<file path="src/rtl/synth_pkg.sv">
// rtl/synth_pkg.sv - shared widths, allocator state encoding and note event type
package synth_pkg;

  localparam int DEF_NOTE_W = 7;
  localparam int DEF_AMP_W  = 16;

  typedef enum logic [1:0] {
    IDLE,
    SCAN,
    COMMIT
  } alloc_state_t;

  // Same layout the SoC bridge packs from the key/amp/note registers.
  typedef struct packed {
    logic                  on;
    logic [DEF_NOTE_W-1:0] note;
    logic [DEF_AMP_W-1:0]  amp;
  } note_event_t;

endpackage

</file>
<file path="src/rtl/voice_allocator_if.sv">
// rtl/voice_allocator_if.sv - event handshake and per-voice oscillator outputs
interface voice_allocator_if import synth_pkg::*; #(
  parameter int NUM_VOICES = 4,
  parameter int NOTE_W     = DEF_NOTE_W,
  parameter int AMP_W      = DEF_AMP_W
) ();

  logic                         ev_valid;
  logic                         ev_ready;
  logic                         ev_on;
  logic [NOTE_W-1:0]            ev_note;
  logic [AMP_W-1:0]             ev_amp;
  logic [NUM_VOICES*NOTE_W-1:0] voice_note;
  logic [NUM_VOICES*AMP_W-1:0]  voice_amp;
  logic [NUM_VOICES-1:0]        voice_gate;
  logic [NUM_VOICES-1:0]        voice_load;
  logic                         steal;

  modport master (
    output ev_valid, ev_on, ev_note, ev_amp,
    input  ev_ready, voice_note, voice_amp, voice_gate, voice_load, steal
  );

  modport slave (
    input  ev_valid, ev_on, ev_note, ev_amp,
    output ev_ready, voice_note, voice_amp, voice_gate, voice_load, steal
  );

endinterface

</file>
<file path="src/rtl/voice_slot.sv">
// rtl/voice_slot.sv - one oscillator slot: note/amp/gate registers and saturating age
module voice_slot import synth_pkg::*; #(
  parameter int NOTE_W = DEF_NOTE_W,
  parameter int AMP_W  = DEF_AMP_W,
  parameter int AGE_W  = 4
) (
  input  logic              Clk,
  input  logic              Reset,
  input  logic              wr,
  input  logic              gate_clr,
  input  logic              age_inc,
  input  logic [NOTE_W-1:0] wr_note,
  input  logic [AMP_W-1:0]  wr_amp,
  output logic [NOTE_W-1:0] note,
  output logic [AMP_W-1:0]  amp,
  output logic              gate,
  output logic [AGE_W-1:0]  age
);

  always_ff @(posedge Clk) begin
    if (Reset) begin
      note <= '0;
      amp  <= '0;
      gate <= 1'b0;
      age  <= '0;
    end else if (wr) begin
      note <= wr_note;
      amp  <= wr_amp;
      gate <= 1'b1;
      age  <= '0;
    end else begin
      if (gate_clr)
        gate <= 1'b0;
      if (age_inc && (age != '1))
        age <= age + 1'b1;
    end
  end

endmodule

</file>
<file path="src/rtl/voice_allocator.sv">
// rtl/voice_allocator.sv - polyphonic allocator: sequential scan of slots, then one commit
module voice_allocator import synth_pkg::*; #(
  parameter int NUM_VOICES = 4,
  parameter int NOTE_W     = DEF_NOTE_W,
  parameter int AMP_W      = DEF_AMP_W,
  parameter int AGE_W      = 4
) (
  input  logic              Clk,
  input  logic              Reset,
  voice_allocator_if.slave  bus
);

  localparam int IDX_W = $clog2(NUM_VOICES);
  localparam logic [IDX_W-1:0] LAST_IDX = IDX_W'(NUM_VOICES - 1);

  alloc_state_t state, state_n;

  logic              on_q;
  logic [NOTE_W-1:0] note_q;
  logic [AMP_W-1:0]  amp_q;
  logic [IDX_W-1:0]  scan_idx, match_idx, free_idx, oldest_idx, target;
  logic              match_found, free_found;
  logic [AGE_W-1:0]  oldest_age;

  logic [NOTE_W-1:0] slot_note [NUM_VOICES];
  logic [AMP_W-1:0]  slot_amp  [NUM_VOICES];
  logic [AGE_W-1:0]  slot_age  [NUM_VOICES];
  logic [NUM_VOICES-1:0] slot_gate, wr, gate_clr, age_inc, load_q;
  logic steal_n, steal_q, accept;

  assign bus.ev_ready = (state == IDLE) && !Reset;
  assign accept       = bus.ev_valid && bus.ev_ready;

  for (genvar v = 0; v < NUM_VOICES; v++) begin : g_slot
    voice_slot #(.NOTE_W(NOTE_W), .AMP_W(AMP_W), .AGE_W(AGE_W)) u_slot (
      .Clk      (Clk),
      .Reset    (Reset),
      .wr       (wr[v]),
      .gate_clr (gate_clr[v]),
      .age_inc  (age_inc[v]),
      .wr_note  (note_q),
      .wr_amp   (amp_q),
      .note     (slot_note[v]),
      .amp      (slot_amp[v]),
      .gate     (slot_gate[v]),
      .age      (slot_age[v])
    );
  end

  always_ff @(posedge Clk) begin
    if (Reset) state <= IDLE;
    else       state <= state_n;
  end

  always_comb begin
    state_n  = state;
    wr       = '0;
    gate_clr = '0;
    age_inc  = '0;
    steal_n  = 1'b0;
    target   = match_found ? match_idx : (free_found ? free_idx : oldest_idx);
    case (state)
      IDLE:   if (accept) state_n = SCAN;
      SCAN:   if (scan_idx == LAST_IDX) state_n = COMMIT;
      COMMIT: begin
        state_n = IDLE;
        if (on_q) begin
          wr[target] = 1'b1;
          age_inc    = ~wr;
          steal_n    = !match_found && !free_found;
        end else if (match_found) begin
          gate_clr[match_idx] = 1'b1;
        end
      end
      default: state_n = IDLE;
    endcase
  end

  // Trackers see one slot per SCAN cycle; strict '>' keeps the lowest index on age ties.
  always_ff @(posedge Clk) begin
    if (Reset) begin
      on_q        <= 1'b0;
      note_q      <= '0;
      amp_q       <= '0;
      scan_idx    <= '0;
      match_found <= 1'b0;
      match_idx   <= '0;
      free_found  <= 1'b0;
      free_idx    <= '0;
      oldest_age  <= '0;
      oldest_idx  <= '0;
    end else if (accept) begin
      on_q        <= bus.ev_on;
      note_q      <= bus.ev_note;
      amp_q       <= bus.ev_amp;
      scan_idx    <= '0;
      match_found <= 1'b0;
      match_idx   <= '0;
      free_found  <= 1'b0;
      free_idx    <= '0;
      oldest_age  <= '0;
      oldest_idx  <= '0;
    end else if (state == SCAN) begin
      scan_idx <= scan_idx + 1'b1;
      if (!match_found && slot_gate[scan_idx] && (slot_note[scan_idx] == note_q)) begin
        match_found <= 1'b1;
        match_idx   <= scan_idx;
      end
      if (!free_found && !slot_gate[scan_idx]) begin
        free_found <= 1'b1;
        free_idx   <= scan_idx;
      end
      if (slot_age[scan_idx] > oldest_age) begin
        oldest_age <= slot_age[scan_idx];
        oldest_idx <= scan_idx;
      end
    end
  end

  always_ff @(posedge Clk) begin
    if (Reset) begin
      load_q  <= '0;
      steal_q <= 1'b0;
    end else begin
      load_q  <= wr;
      steal_q <= steal_n;
    end
  end

  always_comb begin
    bus.voice_note = '0;
    bus.voice_amp  = '0;
    for (int v = 0; v < NUM_VOICES; v++) begin
      bus.voice_note[v*NOTE_W +: NOTE_W] = slot_note[v];
      bus.voice_amp[v*AMP_W +: AMP_W]    = slot_amp[v];
    end
  end

  assign bus.voice_gate = slot_gate;
  assign bus.voice_load = load_q;
  assign bus.steal      = steal_q;

endmodule
</file>
<file path="src/flat_wrapper.sv">
// flat-port wrapper written by rule: the top's interface ports become plain ports
module voice_allocator_flat import synth_pkg::*;
#(
  parameter int NUM_VOICES = 4,
  parameter int NOTE_W     = DEF_NOTE_W,
  parameter int AMP_W      = DEF_AMP_W,
  parameter int AGE_W      = 4
)
  (Clk, Reset, bus_ev_valid, bus_ev_on, bus_ev_note, bus_ev_amp, bus_ev_ready, bus_voice_note, bus_voice_amp, bus_voice_gate, bus_voice_load, bus_steal);
  voice_allocator_if #(.NUM_VOICES(NUM_VOICES), .NOTE_W(NOTE_W), .AMP_W(AMP_W)) bus_i ();
  input  logic Clk;
  input  logic Reset;
  input wire logic [$bits(bus_i.ev_valid)-1:0] bus_ev_valid;
  input wire logic [$bits(bus_i.ev_on)-1:0] bus_ev_on;
  input wire logic [$bits(bus_i.ev_note)-1:0] bus_ev_note;
  input wire logic [$bits(bus_i.ev_amp)-1:0] bus_ev_amp;
  output wire logic [$bits(bus_i.ev_ready)-1:0] bus_ev_ready;
  output wire logic [$bits(bus_i.voice_note)-1:0] bus_voice_note;
  output wire logic [$bits(bus_i.voice_amp)-1:0] bus_voice_amp;
  output wire logic [$bits(bus_i.voice_gate)-1:0] bus_voice_gate;
  output wire logic [$bits(bus_i.voice_load)-1:0] bus_voice_load;
  output wire logic [$bits(bus_i.steal)-1:0] bus_steal;
  assign bus_i.ev_valid = bus_ev_valid;
  assign bus_i.ev_on = bus_ev_on;
  assign bus_i.ev_note = bus_ev_note;
  assign bus_i.ev_amp = bus_ev_amp;
  assign bus_ev_ready = bus_i.ev_ready;
  assign bus_voice_note = bus_i.voice_note;
  assign bus_voice_amp = bus_i.voice_amp;
  assign bus_voice_gate = bus_i.voice_gate;
  assign bus_voice_load = bus_i.voice_load;
  assign bus_steal = bus_i.steal;
  voice_allocator #(.NUM_VOICES(NUM_VOICES), .NOTE_W(NOTE_W), .AMP_W(AMP_W), .AGE_W(AGE_W)) u_core (.Clk(Clk), .Reset(Reset), .bus(bus_i));
endmodule
</file>
<file path="config.mk">
export PLATFORM = sky130hd
export DESIGN_NAME = voice_allocator_flat
export DESIGN_NICKNAME = d
export VERILOG_FILES = /design/src/rtl/synth_pkg.sv /design/src/rtl/voice_allocator_if.sv /design/src/rtl/voice_slot.sv /design/src/rtl/voice_allocator.sv /design/src/flat_wrapper.sv
export SDC_FILE = /design/constraint.sdc
export NUM_CORES = 1
export LEC_CHECK = 0
export CAP_MARGIN = 10
export CELL_PAD_IN_SITES_DETAIL_PLACEMENT = 1
export CELL_PAD_IN_SITES_GLOBAL_PLACEMENT = 1
export CORE_MARGIN = 2
export CORE_UTILIZATION = 40
export CTS_BUF_LIST = sky130_fd_sc_hd__clkbuf_4
export DETAILED_ROUTE_END_ITERATION = 10
export HOLD_SLACK_MARGIN = 0.05
export PLACE_DENSITY = 0.92
export SLEW_MARGIN = 40
export SYNTH_ARGS = -nofsm -noshare
export SYNTH_HDL_FRONTEND = slang
export SYNTH_SLANG_ARGS = --single-unit
</file>
<file path="constraint.sdc">
create_clock -name Clk -period 3.3 [get_ports Clk]
set_input_delay 0.66 -clock Clk [delete_from_list [all_inputs] [get_ports Clk]]
set_output_delay 0.66 -clock Clk [all_outputs]
set_load 0.01 [all_outputs]
</file>
==> flow_metrics.py, run 1 <==
metrics = {
    "finish": {
        "n_fill_cell": 1587,
        "drive_gt1_share_pct": 11.0,
        "multi_input_area_um2": 2580,
        "final_util_pct": 52.8,
        "antenna_cells": 0,
        "fin_nets": 699,
        "syn2layout_area_growth_pct": 29.4,
        "seqCellArea_um2": 3140,
        "finalNonFillerCells": 859,
    },
    "global_routing": {
        "grt_pass1_vias": 5408,
        "overflow": 0,
        "grt_pass1_wl_um": 29800,
        "grt_max_degree": 26,
        "track_usage_pct": 24.2,
        "antenna_found_initial": 0,
    },
    "sta": {
        "setup_viol": 0,
        "clock_skew_ps": 22.8,
        "worst_pin_slew_ps": 712,
        "rsz0062_at_grt": "false",
        "tns_ps": 0,
        "hold_violations": 0,
        "slew-limit-headroom_pct": 52.2,
        "fin_ws_ps": 312,
        "period_share_pct": 90.5,
        "max_freq_mhz": 335,
        "slew_viol_final": 0,
        "period_needed_ps": 2990,
    },
    "cts": {
        "cts-hold-fix-buffers": 0,
        "clock_sink_count": 157,
        "cts_setup_buffers": 0,
        "cts_buffers": 17,
        "ctsResizeCount": 0,
        "clk_pin_slew_ps": 120,
        "clock_path_buffers": 2,
        "htree_levels": 4,
        "cts-root-buf": "clkbuf_4",
        "clk_latency_ps": 570,
        "cts_tree": "built",
    },
    "synth": {
        "yosysWarnings": 0,
        "synth_top_flop_cell": "dfxtp_1",
        "ys_seq_area_share_pct": 53.4,
        "post_synth.cell_area_avg_um2": 10.9,
        "syn_inst": 541,
        "ys_types": 48,
        "synth_seq_cells": 157,
        "yosys.area_share.simple_pct": 10.3,
        "post_synth_fa_ha_maj_area_fraction_pct": 1.91,
        "synth_async_sr_flop_share_pct": 0,
        "synth_top_family_by_area": "compound AO/OA/AOI/OAI gates",
        "syn-cell-area_um2": 5880,
        "synth_nets": 577,
        "synth_mux_area_share_pct": 7.38,
        "synth_xor_area_share_pct": 2.68,
        "synth-edff-count": 0,
        "synth_compound_area_share_pct": 20.7,
    },
    "worst_setup_path": {
        "startpoint_type": "register",
        "max_stage_delay_ps": 590,
        "crit_arrival_ps": 3440,
        "path_common_cell": "o21a_1",
        "cp.required_ps": 3750,
        "rrSetupSlack_ps": 310,
        "path_cells": "mux4_2, ha_1, nor2b_1, o21a_1, o21a_1, o21ai_1, mux2i_1, nor2_1",
        "cp_slowest_cell": "mux4_2",
        "worstSetupPathType": "register to register",
        "crit_fanout": 6,
        "worst_setup_path_end_kind": "register",
    },
    "pwr": {
        "p_leak_nw": 2.80,
        "powerDensity_nw_per_um2": 416,
        "vdd_drop_max_mv": 0.191,
    },
    "placement": {
        "gp_congestion": 0.836,
        "port_buffers": 128,
        "dp_hpwl_um": 13000,
        "place_inst": 828,
        "pre_cts_ws_ps": 365,
    },
    "routing": {
        "drtAntennaViolNets": 0,
        "num_vias": 4878,
        "drc": 0,
        "wl_per_cell_um": 21.8,
        "initialDrtViolationCount": 339,
        "vias_per_cell": 5.68,
        "firstDrtPassIters": 5,
        "drt-total-wl_um": 18700,
    },
    "floorplan": {
        "die_h_um": 125,
        "fp.coreArea_um2": 14400,
        "io_pins": 129,
        "start_util_pct": 40.8,
        "fp.dieW_um": 125,
        "num_rows": 44,
        "die_area_um2": 15700,
    },
    "run_status": {
        "status": "finished clean",
    },
    "job": {
        "drv_cap": 0,
    },
    "min_path": {
        "holdCritPathClass": "register to register",
    },
}
cell usage after synthesis, types with 4 or more instances:
master / number / share of area (%)
a21oi_1: 31 / 2.6
a22o_1: 92 / 14
a31o_2: 5 / 0.74
and2_1: 4 / 0.43
buf_2: 17 / 1.4
buf_4: 5 / 0.64
clkbuf_1: 14 / 0.89
dfxtp_1: 157 / 53
ha_1: 9 / 1.9
inv_1: 5 / 0.32
mux2i_1: 22 / 3.7
mux4_2: 9 / 3.4
nand2_1: 69 / 4.4
nand3_1: 5 / 0.43
nor2_1: 22 / 1.4
nor2b_1: 4 / 0.43
nor3_1: 6 / 0.51
o21a_1: 5 / 0.64
o21ai_0: 4 / 0.34
xnor2_1: 11 / 1.6
xor2_1: 7 / 1.0
layout by cell type, fill, tap and decap left out, types with 9 or more instances in the layout:
cell type	instances
a21oi_1	31
a22o_1	92
buf_4	14
clkbuf_4	23
clkdlybuf4s50_1	127
dfxtp_1	157
ha_1	9
mux2i_1	22
mux4_2	9
nand2_1	69
nor2_1	20
xnor2_1	11
state kept, by name, indices dropped and copies added, names as in the netlist:
register and flops:
u_core.state 2, u_core.g_slot.u_slot.note 28, u_core.free_found 1, u_core.free_idx 2, u_core.on_q 1, u_core.scan_idx 2
u_core.note_q 7, u_core.bus.steal 1, u_core.match_found 1, u_core.amp_q 16, u_core.match_idx 2, u_core.g_slot.u_slot.amp 64
u_core.g_slot.u_slot.age 16, u_core.oldest_idx 2, u_core.g_slot.u_slot.gate 4, u_core.bus.voice_load 4, u_core.oldest_age 4
logic make-up (layout without fill, tap and decap cells):
| logic type | count (synthesis) | count (layout) |
|---|---|---|
| XOR/XNOR | 18 | 18 |
| adder cells (fa/ha/maj) | 9 | 9 |
| AO/OA/AOI/OAI | 153 | 153 |
| AND/OR/NAND/NOR | 127 | 127 |
| flip-flops | 157 | 157 |
| multiplexers | 32 | 32 |
| buffers and inverters | 45 | 179 |
stage by stage:
step | total power, mW | hold WS (ps) | cell area, um^2
after floorplan | 2.06 | 460 | 5880
after global placement | 2.13 | 461 | 7360
after detailed placement | 2.14 | 467 | 7360
after CTS | 3.17 | 465 | 7600
after global routing | 3.27 | 482 | 7610
final | 3.16 | 495 | 7610
cell type report:
type	instances	share of cell area, %
Multi-Input combinational cell	339	33.9
Clock inverter	8	0.904
Timing Repair Buffer	143	18.4
Inverter	5	0.247
Clock buffer	23	2.27
Tap cell	184	3.02
Sequential cell	157	41.3
path summary, 6_finish.rpt:
| check | startpoint | endpoint | cells after the start |
|---|---|---|---|
| worst max-delay path | u_core.scan_idx[0] | u_core.oldest_age[2] | 8 |
| worst min-delay path | u_core.g_slot[1].u_slot.amp[15] | u_core.g_slot[1].u_slot.amp[15] | 1 |
| worst min register to register | u_core.g_slot[1].u_slot.amp[15] | u_core.g_slot[1].u_slot.amp[15] | 1 |
| worst max register to register | u_core.scan_idx[0] | u_core.oldest_age[2] | 8 |
layer usage:
layer | routed length, um | vias up | track usage (%) | share of wire (%)
met5 | 0 | - | 0 | 0
met4 | 477 | 0 | 12.4 | 2.6
met3 | 1510 | 35 | 7.83 | 8.1
met2 | 9220 | 180 | 40.8 | 49
met1 | 7490 | 2450 | 27.6 | 40
li1 | - | 2213 | - | -
where the power goes:
| group | switching, mW | internal (mW) | total [mW] |
|---|---|---|---|
| Combinational | 0.0970 | 0.0670 | 0.164 |
| Sequential | 0.0283 | 1.91 | 1.94 |
| Clock | 0.649 | 0.412 | 1.06 |
| Total | 0.774 | 2.39 | 3.16 |
critical path, delay by kind of cell, from the launching register on:
kind / cells / cell delay, ps
flops: 1 / 530
compound gates: 3 / 880
simple gates: 2 / 220
fa+ha+maj: 1 / 340
mux: 2 / 910
Note: power is estimated with default switching activity, not from simulation.
==> inputs of run 2 (changes only) <==
- SLEW_MARGIN: 40 -> 20
==> run 2 against run 1 <==
  * Utilization decreased by 0.061 points
  * Cell area is 0.12% lower
  * Sequential share of layout area hardly changed
  * First-iteration DRC count is 6.2% lower
  * Critical path depth is the same
  * Cell count unchanged
  * Total power is 0.13% higher
  * Clock power barely moved
  * Critical endpoint unchanged
  * Largest cell class unchanged
==> flow_metrics.py, run 2 (synthesized netlist as in run 1, its figures left out) <==
metrics = {
    "global_routing": {
        "grt_pass1_wl_um": 29800,
        "antenna_found_initial": 0,
        "grt_max_degree": 26,
        "overflow": 0,
        "grt_pass1_vias": 5408,
        "track_usage_pct": 24.2,
    },
    "finish": {
        "largest_reg_flops": 64,
        "largestRegisters": "u_core.g_slot.u_slot.amp: 64 flops, u_core.g_slot.u_slot.note: 28 flops",
        "drive_gt1_share_pct": 11.0,
        "final_cell_mix": "157 x dfxtp_1, 127 x clkdlybuf4s50_1, 92 x a22o_1, 69 x nand2_1, 31 x a21oi_1",
        "registers.top_by_ff_count": "u_core.g_slot.u_slot.amp",
        "final_common_cell": "dfxtp_1",
        "seqCellArea_um2": 3140,
        "multi_input_area_um2": 2570,
        "stdcell_area_um2": 7600,
        "fin_nets": 699,
        "syn2layout_area_growth_pct": 29.2,
        "n_fill_cell": 1591,
        "antenna_cells": 0,
    },
    "cts": {
        "clk_latency_ps": 580,
        "clock_path_buffers": 2,
        "cts-root-buf": "clkbuf_4",
        "clock_sink_count": 157,
        "cts_setup_buffers": 0,
        "htree_levels": 4,
        "ctsResizeCount": 0,
        "cts_tree": "built",
        "clk_pin_slew_ps": 120,
        "cts-hold-fix-buffers": 0,
        "cts_buffers": 17,
    },
    "sta": {
        "setup_viol": 0,
        "slew_viol_final": 0,
        "fin_ws_ps": 298,
        "max_freq_mhz": 333,
        "whs_ps": 491,
        "slew-limit-headroom_pct": 29.2,
        "worst_pin_slew_ps": 1060,
        "period_share_pct": 91.0,
        "tns_ps": 0,
        "hold_violations": 0,
        "period_needed_ps": 3000,
        "rsz0062_at_grt": "false",
        "clock_skew_ps": 23.2,
    },
    "min_path": {
        "worstHoldStart": "Reset",
        "holdCritPathClass": "input pin to register",
        "hold-path-cell-count": 2,
        "hold_end": "u_core.note_q[1]",
    },
    "worst_setup_path": {
        "worstSetupPathType": "register to register",
        "r2r_cells": 8,
        "reg2reg_to": "u_core.oldest_age[2]",
        "startpoint_type": "register",
        "worst_setup_path_end_kind": "register",
        "rrSetupSlack_ps": 300,
        "cp.required_ps": 3760,
        "worstReg2RegStart": "u_core.scan_idx[0]",
        "crit_arrival_ps": 3460,
        "crit_fanout": 6,
    },
    "routing": {
        "drt-total-wl_um": 18700,
        "num_vias": 4878,
        "wl_per_cell_um": 21.8,
        "vias_per_cell": 5.68,
        "drc": 0,
        "firstDrtPassIters": 7,
        "initialDrtViolationCount": 318,
        "drtAntennaViolNets": 0,
    },
    "floorplan": {
        "io_pins": 129,
        "die_h_um": 125,
        "fp.dieW_um": 125,
        "fp.coreArea_um2": 14400,
        "die_area_um2": 15700,
        "start_util_pct": 40.8,
        "num_rows": 44,
    },
    "placement": {
        "gp_congestion": 0.836,
        "port_buffers": 128,
        "dp_hpwl_um": 13000,
        "dpl-instance-area_um2": 7360,
        "pre_cts_ws_ps": 365,
    },
    "pwr": {
        "powerDensity_nw_per_um2": 417,
        "p_leak_nw": 2.80,
        "vdd_drop_max_mv": 0.192,
        "total_power_mw": 3.17,
    },
    "job": {
        "drv_cap": 0,
    },
    "run_status": {
        "status": "finished clean",
    },
}
## run 2: cell count changes in the layout (fill, tap and decap cells not counted)
cell / before / now
a31oi_4: 1 / 0
a31oi_2: 2 / 3
## run 2: stage by stage
step,util [%],instances
after global routing,52.7,859
after detailed placement,51.0,828
after global placement,51.0,828
after floorplan,-,541
after CTS,52.7,859
final,52.7,859
## run 2: final cells by class
cell class | instances | share of cell area (%)
Timing Repair Buffer | 143 | 18.4
Clock inverter | 8 | 0.905
Clock buffer | 23 | 2.27
Inverter | 5 | 0.247
Sequential cell | 157 | 41.3
Multi-Input combinational cell | 339 | 33.8
Tap cell | 184 | 3.03
## run 2: how the worst max path moves through the flow
stage / endpoint / cells past startpoint / startpoint / slack [ps]
3_5_place_dp: u_core.oldest_age[2] / 8 / u_core.scan_idx[0] / 360
2_1_floorplan: u_core.oldest_age[0] / 10 / u_core.scan_idx[0] / 450
4_1_cts: u_core.oldest_age[2] / 8 / u_core.scan_idx[0] / 350
3_3_place_gp: u_core.oldest_idx[0] / 8 / u_core.scan_idx[0] / 580
5_1_grt: u_core.oldest_age[2] / 8 / u_core.scan_idx[0] / 160
6_report: u_core.oldest_age[2] / 8 / u_core.scan_idx[0] / 300
## run 2: power by group
part	switching, mW	internal [mW]
clock network	0.653	0.412
registers	0.0284	1.91
logic	0.0970	0.0667
## run 2: routing by layer
metal | GRT usage (%) | wire (um)
met5 | 0 | 0
met4 | 12.4 | 573
met3 | 7.83 | 1300
met2 | 40.8 | 9200
met1 | 27.6 | 7650
## run 2: critical path: stages, from the launching register on
cell	delay (ps)
dfxtp_1	530
mux4_2	590
ha_1	340
nor2b_1	140
o21a_1	160
o21a_1	160
o21ai_1	570
mux2i_1	320
nor2_1	80
